**config.mk**
```make
export PLATFORM = sky130hd
export DESIGN_NAME = program_loader
export DESIGN_NICKNAME = d
export VERILOG_FILES = /design/src/rtl/program_loader.sv
export SDC_FILE = /design/constraint.sdc
export NUM_CORES = 1
export LEC_CHECK = 0
export ABC_AREA = 1
export CAP_MARGIN = 15
export CORE_MARGIN = 2
export CORE_UTILIZATION = 40
export CTS_CLUSTER_SIZE = 24
export DETAILED_ROUTE_END_ITERATION = 10
export PLACE_DENSITY = 0.72
export SETUP_SLACK_MARGIN = 0.3
export SLEW_MARGIN = 10
export SYNTH_ARGS = -nofsm -noshare
export SYNTH_HDL_FRONTEND = slang
export SYNTH_SLANG_ARGS = --single-unit
```
**constraint.sdc**
```tcl
create_clock -name clk -period 3.6 [get_ports clk]
set_input_delay 0.72 -clock clk [delete_from_list [all_inputs] [get_ports clk]]
set_output_delay 0.72 -clock clk [all_outputs]
set_load 0.03 [all_outputs]
```
**src/rtl/program_loader.sv**
```systemverilog
// Instruction-store writer: assembles a big-endian byte stream into 32-bit words and writes them sequentially.
// Optional LOADER_CHECKSUM_EN adds a running 32-bit sum of every written word on output checksum.
module program_loader #(
    parameter int          DEPTH     = 1024,
    parameter logic [31:0] BASE_ADDR = 32'h0000_0000,
    parameter int          COUNT_W   = 11
) (
    input  logic               clk,
    input  logic               rst,
    input  logic               start,
    input  logic [7:0]         in_data,
    input  logic               in_valid,
    input  logic               in_last,
    output logic               in_ready,
    output logic               mem_we,
    output logic [31:0]        mem_addr,
    output logic [31:0]        mem_wdata,
    output logic               busy,
    output logic               cpu_hold,
    output logic               done,
    output logic               overflow,
    output logic [COUNT_W-1:0] word_count
`ifdef LOADER_CHECKSUM_EN
    ,
    output logic [31:0]        checksum
`endif
);

    typedef enum logic [1:0] {
        S_IDLE  = 2'd0,
        S_RECV  = 2'd1,
        S_WRITE = 2'd2,
        S_DONE  = 2'd3
    } state_t;

    state_t               r_state;
    state_t               w_next_state;
    logic [31:0]          r_word;
    logic [1:0]           r_idx;
    logic                 r_last;
    logic [COUNT_W-1:0]   r_count;
    logic                 r_overflow;
    logic [31:0]          r_mem_addr;
    logic [31:0]          r_mem_wdata;
`ifdef LOADER_CHECKSUM_EN
    logic [31:0]          r_checksum;
`endif

    logic                 w_accept;
    logic                 w_word_end;
    logic                 w_room;
    logic [31:0]          w_byte_word;
    logic [31:0]          w_word_next;

    assign w_accept    = (r_state == S_RECV) && in_valid;
    assign w_word_end  = w_accept && ((r_idx == 2'd3) || in_last);
    assign w_room      = r_count < COUNT_W'(DEPTH);
    assign w_word_next = r_word | w_byte_word;

    // NOTE: every signal assigned in an always_comb gets a default first, so no path can infer a latch.
    always_comb begin
        w_byte_word = '0;
        case (r_idx)
            2'd0: w_byte_word[31:24] = in_data;
            2'd1: w_byte_word[23:16] = in_data;
            2'd2: w_byte_word[15:8]  = in_data;
            2'd3: w_byte_word[7:0]   = in_data;
            default: w_byte_word = '0;
        endcase
    end

    // NOTE: sequential state uses non-blocking assignments so every register samples pre-edge values.
    always_ff @(posedge clk) begin
        if (rst) begin
            r_state <= S_IDLE;
        end else begin
            r_state <= w_next_state;
        end
    end

    always_comb begin
        w_next_state = r_state;
        in_ready     = 1'b0;
        mem_we       = 1'b0;
        busy         = 1'b0;
        done         = 1'b0;
        case (r_state)
            S_IDLE: begin
                if (start) begin
                    w_next_state = S_RECV;
                end
            end
            S_RECV: begin
                in_ready = 1'b1;
                busy     = 1'b1;
                if (w_word_end) begin
                    w_next_state = S_WRITE;
                end
            end
            S_WRITE: begin
                busy         = 1'b1;
                mem_we       = w_room;
                w_next_state = r_last ? S_DONE : S_RECV;
            end
            S_DONE: begin
                done         = 1'b1;
                w_next_state = S_IDLE;
            end
            default: w_next_state = S_IDLE;
        endcase
    end

    always_ff @(posedge clk) begin
        if (rst) begin
            r_word      <= '0;
            r_idx       <= '0;
            r_last      <= 1'b0;
            r_count     <= '0;
            r_overflow  <= 1'b0;
            r_mem_addr  <= '0;
            r_mem_wdata <= '0;
`ifdef LOADER_CHECKSUM_EN
            r_checksum  <= '0;
`endif
        end else begin
            case (r_state)
                S_IDLE: begin
                    if (start) begin
                        r_word     <= '0;
                        r_idx      <= '0;
                        r_last     <= 1'b0;
                        r_count    <= '0;
                        r_overflow <= 1'b0;
`ifdef LOADER_CHECKSUM_EN
                        r_checksum <= '0;
`endif
                    end
                end
                S_RECV: begin
                    if (w_accept) begin
                        r_word <= w_word_next;
                        r_idx  <= r_idx + 2'd1;
                    end
                    // Address/data are staged on the closing byte so they are registered during WRITE.
                    if (w_word_end) begin
                        r_last <= in_last;
                        if (w_room) begin
                            r_mem_addr  <= BASE_ADDR + (32'(r_count) << 2);
                            r_mem_wdata <= w_word_next;
                        end
                    end
                end
                S_WRITE: begin
                    if (w_room) begin
                        r_count    <= r_count + COUNT_W'(1);
`ifdef LOADER_CHECKSUM_EN
                        r_checksum <= r_checksum + r_word;
`endif
                    end else begin
                        r_overflow <= 1'b1;
                    end
                    r_word <= '0;
                    r_idx  <= '0;
                    r_last <= 1'b0;
                end
                default: ;
            endcase
        end
    end

    assign cpu_hold   = busy;
    assign mem_addr   = r_mem_addr;
    assign mem_wdata  = r_mem_wdata;
    assign overflow   = r_overflow;
    assign word_count = r_count;
`ifdef LOADER_CHECKSUM_EN
    assign checksum   = r_checksum;
`endif

endmodule

```
After elaboration in Yosys (flattened, before gate mapping)
Index checks and enable logic that the tools add are counted.
{ "totals": {"out_inout_bits": 81, "ff_bits": 92, "wordCells": 63} }
{ "op_classes": {"n_addsub": 2, "n_reduce_logical": 14, "muxes": 26, "n_eq_ne": 11, "bitwise_logic": 1, "n_lt_le_gt_ge": 1} }
{ "op_table": {"columns": ["op", "n"], "rows": [
  ["$pmux W32 S3", 1],
  ["$mux W32", 2],
  ["$mux W8", 4],
  ["$or A32 B32 Y32", 1],
  ["$mux W11", 2],
  ["$pmux W11 S2", 1],
  ["$reduce_and A3 Y1", 5],
  ["$add A11 B1 Y11 const B", 1],
  ["$lt A11 B11 Y1 const B", 1],
  ["$mux W2", 5],
  ["$ne A2 B2 Y1 const B", 5],
  ["$eq A2 B2 Y1 const B", 4],
  ["$pmux W2 S4", 1],
  ["$mux W1", 7],
  ["$pmux W2 S3", 1],
  ["$eq A2 B1 Y1 const B", 2],
  ["$logic_not A2 Y1", 2],
  ["$pmux W1 S3", 1],
  ["$reduce_bool A3 Y1", 1],
  ["$add A2 B1 Y2 const B", 1],
  ["$logic_and A1 B1 Y1", 2],
  ["$pmux W1 S2", 1],
  ["$reduce_and A2 Y1", 1],
  ["$reduce_bool A2 Y1", 1],
  ["other kinds (2)", 2]
]} }

Logic depth before layout (Yosys ltp)
Gate-level depths: netlist of run 1.
{ "logic_depth": {"ltp_word": 5, "mapped_depth": 10, "depth_no_buf": 10} }

Worst setup path before layout of run 1
OpenSTA, ideal clock, no wires.
{ "synth_path": {"kind": "register to output", "from": "reg r_state[1]", "to": "out cpu_hold", "arrival_ns": 1.125, "n_path_buf": 1, "stages_incl_launch_ff": 4, "slack_ns": 1.755, "path_cell_list": "dfxtp_1 > inv_1 > ha_1 > buf_4"} }
{ "synth_between": {"elab_chain_cells": 3, "elab_cells_between_ends": 4} }
{ "synth_rtl": {"columns": ["element", "line", "source"], "rows": [
  ["from (decl)", "36", "state_t r_state;"],
  ["from (signal assigned)", "77", "r_state <= w_next_state;"],
  ["$eq A2 B1 Y1 or $eq A2 B2 Y1 (tied branches)", "87", "case (r_state)"],
  ["$reduce_or A2 Y1 (no line) *", null, null],
  ["$mux W1 *", "87", null],
  ["to (decl)", "19", "output logic cpu_hold,"]
]} }
Mark *: on every way between the ends. The rest lies on a longest branch, timed or not.

Worst setup path after layout of run 1
{ "layout_path": {"from": "reg r_state[0]", "to": "out mem_we"} }
{ "layout_between": {"elab_chain_cells": 2} }
{ "layout_rtl": {"columns": ["element", "line", "source"], "rows": [
  ["$eq A2 B2 Y1", "87", null],
  ["$mux W1", "87", null],
  ["to (decl)", "15", "output logic mem_we,"]
]} }
No other way between the ends.

==> flow_metrics.tcl, run 1 <==
set metrics [dict create \
    pin_count 94 \
    grt_pass1_wl_um 15980 \
    dieArea_mm2 0.01114 \
    crit_arrival_ns 1.95 \
    placedCellCount 715 \
    htree_num_levels 3 \
    slowest_delay_ns 0.66 \
    timing.slew.headroom 0.5751 \
    rr_startpoint "r_state[1]$_SDFFE_PP0P_" \
    die_width_um 105.5 \
    drt-wirelength-per-cell_um 13.40 \
    worst_setup_path_startpoint "r_state[0]$_SDFFE_PP0P_" \
    synth-xor-area-share 0 \
    mappedNetlistArea_mm2 0.004124 \
    grt_util_all_layers 0.1784 \
    timing.critical_path.max_delay_family "buffers and inverters" \
    dr.first_iter.drc_count 160 \
    timing_worst_setup_path_type "register to primary output" \
    main_combinational_cell_family_by_area_after_synthesis "simple AND/OR/NAND/NOR gates" \
    vias 3608 \
    min_from "mem_addr[12]$_SDFFE_PP0P_" \
    place.gp.congestion 0.8236 \
    tns_ns 0 \
    num_rows 37 \
    power.density_cell_area_mw_per_mm2 601.3 \
    finalMaxSlewViolations 0 \
    drt-total-wl_um 9795 \
    postSynthAreaPerCell_um2 7.766 \
    synthesis.yosys.warnings 0 \
    clock_latency_ns 0.36 \
    buffer_ports.inserted 72 \
    tightestPinTransition_ns 0.6366 \
    critPathRequiredTime_ns 2.88 \
    coreArea_mm2 0.01018 \
    synth-seq-cells 92 \
    growth_of_design_area_from_synthesis_to_finish_pct 22.51 \
    cts_hold_buffers 0 \
    element_type_at_the_critical_path_end "primary output" \
    dr.pass1.iters 4 \
    setup-violations-final 0 \
    largest_net_degree_at_the_start_of_global_routing 69 \
    finish.net_count 613 \
    worst-path-buf-inv 3 \
    synth_area_in_adders 0.03034 \
    vias_in_the_first_global_route 3394 \
    synth_sequential_area_ratio 0.4466 \
    overflow_left_after_global_routing 0 \
    cts_buffer_depth 2 \
    synth-compound-area-share 0.1805 \
    slowest_stage "clkdlybuf4s50_1" \
    status "finished, final reports clean" \
    rsz0062_at_grt "false" \
    hold_path_class "register to register" \
    worst-path-max-fanout 6 \
    die_h_um 105.5 \
    maximum_clock_skew_at_final_layout_ns 0.007261 \
    drc 0 \
    syn_inst 531 \
    layout.cells.non_filler 731 \
    drive_gt1_frac 0.04538 \
    worst_ir_drop_vdd_uv 228.3 \
    clock-root-buffer "clkbuf_8" \
    clkTransAtPathRegs_ns 0.08 \
    power.leakage_nw 2.015 \
    ant_nets 0 \
    clkSinkCount 92 \
    post_synth_mux_area_share 0 \
    antenna_found_initial 0 \
    worst_path_most_repeated_cell "inv_1" \
    insertedDiodeCount 0 \
    route.detailed.vias_per_inst 4.936 \
    crit_path_start_kind "register" \
    tritoncts.num_buffers 9 \
    fmax_ghz 0.3742 \
    cts_post_setup_buffers_inserted 0 \
    post_cts.resized_instances 0 \
    cts_tree "yes" \
    period_utilisation_layout 0.7424 \
    nFillCells 1007 \
    finalHoldViolCount 0 \
    initial_cell_density_of_the_core 0.4049 \
    post_synth_and_or_nand_nor_area_fraction 0.2324 \
    final_period_minus_worst_setup_slack_ns 2.672 \
    place_hpwl_um 6456 \
    timing.max_cap.violations 0 \
    cells_along_the_critical_path "inv_1, ha_1, nand2_1, inv_1, clkdlybuf4s50_1" \
    netlist-cell-type-count 25 \
]
==> registers in the layout, summed over array words and instances (netlist names) <==
| register | count |
|---|---|
| mem_addr | 11 |
| mem_wdata | 32 |
| overflow | 1 |
| r_idx | 2 |
| r_last | 1 |
| r_state | 2 |
| r_word | 32 |
| word_count | 11 |
==> synth_stat cells (all sizes together) <==
| cell | number | area, µm² |
|---|---|---|
| nand2 | 66 | 252.7 |
| nand3b | 32 | 240.2 |
| a31oi | 1 | 6.260 |
| nand3 | 10 | 50.05 |
| inv | 37 | 138.9 |
| clkbuf | 12 | 45.04 |
| o211ai | 1 | 7.510 |
| o21ai | 46 | 230.2 |
| buf | 38 | 266.5 |
| a21oi | 52 | 260.3 |
| dfxtp | 92 | 1842 |
| nor3 | 6 | 41.29 |
| ha | 10 | 125.1 |
| o21bai | 32 | 240.2 |
| nor3b | 2 | 15.01 |
| conb | 1 | 3.750 |
| nor2 | 90 | 340.3 |
| nand4 | 3 | 18.77 |
==> power by group <==
part / switching [mW] / internal [mW]
registers: 0.0620 / 1.12
clock network: 0.360 / 0.413
logic: 0.715 / 0.369
total: 1.14 / 1.90
==> worst min-delay path, cell delays in order, from the launching register on <==
cell     delay, ns
dfxtp_1       0.32
nand2_1       0.06
nor2_1        0.04
==> worst paths after layout <==
check | slack (ns) | cells past startpoint | end
max | 0.93 | 5 | mem_we
min | 0.45 | 2 | mem_addr[12]$_SDFFE_PP0P_
min reg2reg | 0.45 | 2 | mem_addr[12]$_SDFFE_PP0P_
max reg2reg | 1.13 | 8 | mem_wdata[6]$_SDFFE_PP0P_
==> final cells by class <==
type / instances / area, µm² / share of cell area
multi-input combinational: 372 / 1912 / 0.3784
sequential: 92 / 1842 / 0.3645
timing repair buffer: 78 / 765.7 / 0.1516
tap: 136 / 170.2 / 0.03368
clock buffer: 11 / 141.4 / 0.02798
inverter: 37 / 138.9 / 0.02749
clock inverter: 5 / 82.58 / 0.01634
==> logic make-up after synthesis <==
group	Yosys count
DFF	92
other	1
AOI/OAI and AO/OA	132
buffers and inverters	87
adders and majority gates	10
and+or+nand+nor	209
==> cells in the final DEF (no fill, tap or decap), types with 9 or more instances in the layout <==
master	count
nand3_1	9
nor2_1	89
a21oi_1	52
ha_1	10
clkbuf_8	10
nand3b_1	32
clkdlybuf4s50_1	72
nand2_1	64
conb_1	21
dfxtp_1	92
inv_1	36
o21ai_0	46
o21bai_1	32
==> per-stage QoR <==
stage	power, mW	util	area, µm²	hold slack [ns]	setup WS (ns)
finish	3.038	0.4961	5052	0.4456	0.9275
detailed placement	2.277	0.4741	4828	0.4358	0.9639
global route	3.201	0.4961	5052	0.4782	0.8247
global placement	2.250	0.4741	4828	0.4381	1.009
CTS	3.049	0.4961	5052	0.4489	0.9170
floorplan	2.002	-	4199	0.4402	1.755
==> metal layers <==
layer  vias up  global-route usage  share of wire
li1       1814                   -              -
met1      1666              0.2277           0.45
met2       114              0.2926           0.47
met3        14             0.03587          0.057
met4         0             0.07707          0.020
met5         -                   0              0
(Power assumes the default switching activity.)
==> inputs of run 2 (changes only) <==
- PLACE_DENSITY: 0.72 -> 0.75
- clock period: 3.6 -> 2.2 ns (I/O delays scaled with it)
==> run 2 against run 1 <==
  * Final cell count increased by 0.41%
  * Sequential power increased by 64%
  * Total power increased by 64%
  * Critical endpoint is now mem_wdata[16]
==> flow_metrics.tcl, run 2 (same netlist as run 1, synthesis figures left out) <==
set metrics [dict create \
    rr_startpoint "r_state[1]$_SDFFE_PP0P_" \
    timing.slew.headroom 0.5930 \
    power_frac_seq 0.389 \
    worst-path-buf-inv 1 \
    route.detailed.vias_per_inst 4.937 \
    place_hpwl_um 6653 \
    cts_tree "yes" \
    finalPower_mw 4.977 \
    status "finished, final reports clean" \
    clkTransAtPathRegs_ns 0.09 \
    part_of_the_total_power_dissipated_in_the_clock_network 0.256 \
    layout_commonest_cell "dfxtp_1" \
    overflow_left_after_global_routing 0 \
    fmax_ghz 0.5379 \
    pin_count 94 \
    grt_util_all_layers 0.1853 \
    worst_setup_path_startpoint "mem_wdata[16]$_SDFFE_PP0P_" \
    swShare 0.3751 \
    clock_latency_ns 0.36 \
    hold_path_class "register to register" \
    drt-wirelength-per-cell_um 13.52 \
    maximum_clock_skew_at_final_layout_ns 0.009331 \
    slowest_delay_ns 0.69 \
    nFillCells 990 \
    layout.cells.most_common_list "dfxtp_1, nor2_1, nand2_1" \
    vias_in_the_first_global_route 3559 \
    grt_pass1_wl_um 16690 \
    cts_hold_buffers 0 \
    drt-total-wl_um 9925 \
    vias 3624 \
    power.density_cell_area_mw_per_mm2 979.9 \
    tns_ns 0 \
    timing.max_cap.violations 0 \
    finalMaxSlewViolations 0 \
    crit_arrival_ns 1.42 \
    final_core_occ 0.4986 \
    min_from "mem_addr[12]$_SDFFE_PP0P_" \
    largest_net_degree_at_the_start_of_global_routing 69 \
    tritoncts.num_buffers 9 \
    insertedDiodeCount 0 \
    power.leakage_nw 2.129 \
    clkSinkCount 92 \
    timing.hold.ws_ns 0.4470 \
    drc 0 \
    finish.net_count 616 \
    coreArea_mm2 0.01018 \
    worst_ir_drop_vdd_uv 459.4 \
    tightestPinTransition_ns 0.6095 \
    clock-root-buffer "clkbuf_8" \
    dieArea_mm2 0.01114 \
    crit_path_start_kind "register" \
    growth_of_design_area_from_synthesis_to_finish_pct 23.15 \
    drive_gt1_frac 0.06187 \
    power.internal_mw 3.110 \
    antenna_found_initial 0 \
    ant_nets 0 \
    initial_cell_density_of_the_core 0.4049 \
    finalHoldViolCount 0 \
    layout.cells.non_filler 734 \
    slowest_stage "clkdlybuf4s50_1" \
    die_h_um 105.5 \
    critPathRequiredTime_ns 1.76 \
    cells_along_the_critical_path "clkdlybuf4s50_1" \
    period_utilisation_layout 0.8451 \
    htree_num_levels 3 \
    placedCellCount 718 \
    cts_buffer_depth 2 \
    comb_power_share 0.356 \
    place.gp.congestion 0.8538 \
    rsz0062_at_grt "true" \
    timing_worst_setup_path_type "register to primary output" \
    timing.critical_path.max_delay_family "buffers and inverters" \
    setup-violations-final 0 \
    die_width_um 105.5 \
    dr.first_iter.drc_count 226 \
    final_period_minus_worst_setup_slack_ns 1.859 \
    setup_slack_of_the_worst_register_to_register_path_ns 0.51 \
    cts_post_setup_buffers_inserted 0 \
    worst-path-max-fanout 2 \
    buffer_ports.inserted 72 \
    dr.pass1.iters 4 \
    element_type_at_the_critical_path_end "primary output" \
    power.switching_mw 1.867 \
    num_rows 37 \
]
run 2: power groups by stage:
| stage | logic (mW) | registers [mW] | clock network (mW) |
|---|---|---|---|
| floorplan | 1.13 | 2.15 | 0 |
| global placement | 1.74 | 1.96 | 0 |
| detailed placement | 1.79 | 1.97 | 0 |
| CTS | 1.78 | 1.93 | 1.29 |
| global route | 1.95 | 1.96 | 1.35 |
| finish | 1.77 | 1.93 | 1.27 |
run 2: final cells by class:
class	instances	area, µm²	area share
sequential	92	1844	0.3631
clock buffer	11	141.4	0.02784
multi-input combinational	372	1914	0.3769
inverter	37	138.9	0.02735
tap	136	170.2	0.03351
timing repair buffer	81	784.5	0.1545
clock inverter	5	85.08	0.01675
run 2: per-layer routing:
metal	vias to the layer above	routed length (µm)	global-route usage
met3	15	579	0.03958
met1	1687	4489	0.2297
met2	104	4667	0.3147
met5	-	0	0
li1	1818	-	-
met4	0	189	0.07143
run 2: path summary, 6_finish.rpt:
check / to / cells after the start
setup / recovery: mem_wdata[16] / 1
hold / removal: mem_addr[12]$_SDFFE_PP0P_ / 2
setup reg to reg: r_state[0]$_SDFFE_PP0P_ / 7
hold reg to reg: mem_addr[12]$_SDFFE_PP0P_ / 2
run 2: timing repair:
action | 4_1_cts | 5_1_grt
gates resized for setup | 17 | 11
endpoints found under the setup margin | 11 | 9
hold endpoints to repair | 0 | 0
run 2: metrics by stage:
stage / cell area, µm² / setup WS, ns
6_report: 5079 / 0.3408
4_1_cts: 5081 / 0.1010
2_1_floorplan: 4199 / 0.3985
3_3_place_gp: 4861 / 0.2699
5_1_grt: 5079 / 0.2341
3_5_place_dp: 4861 / 0.2359
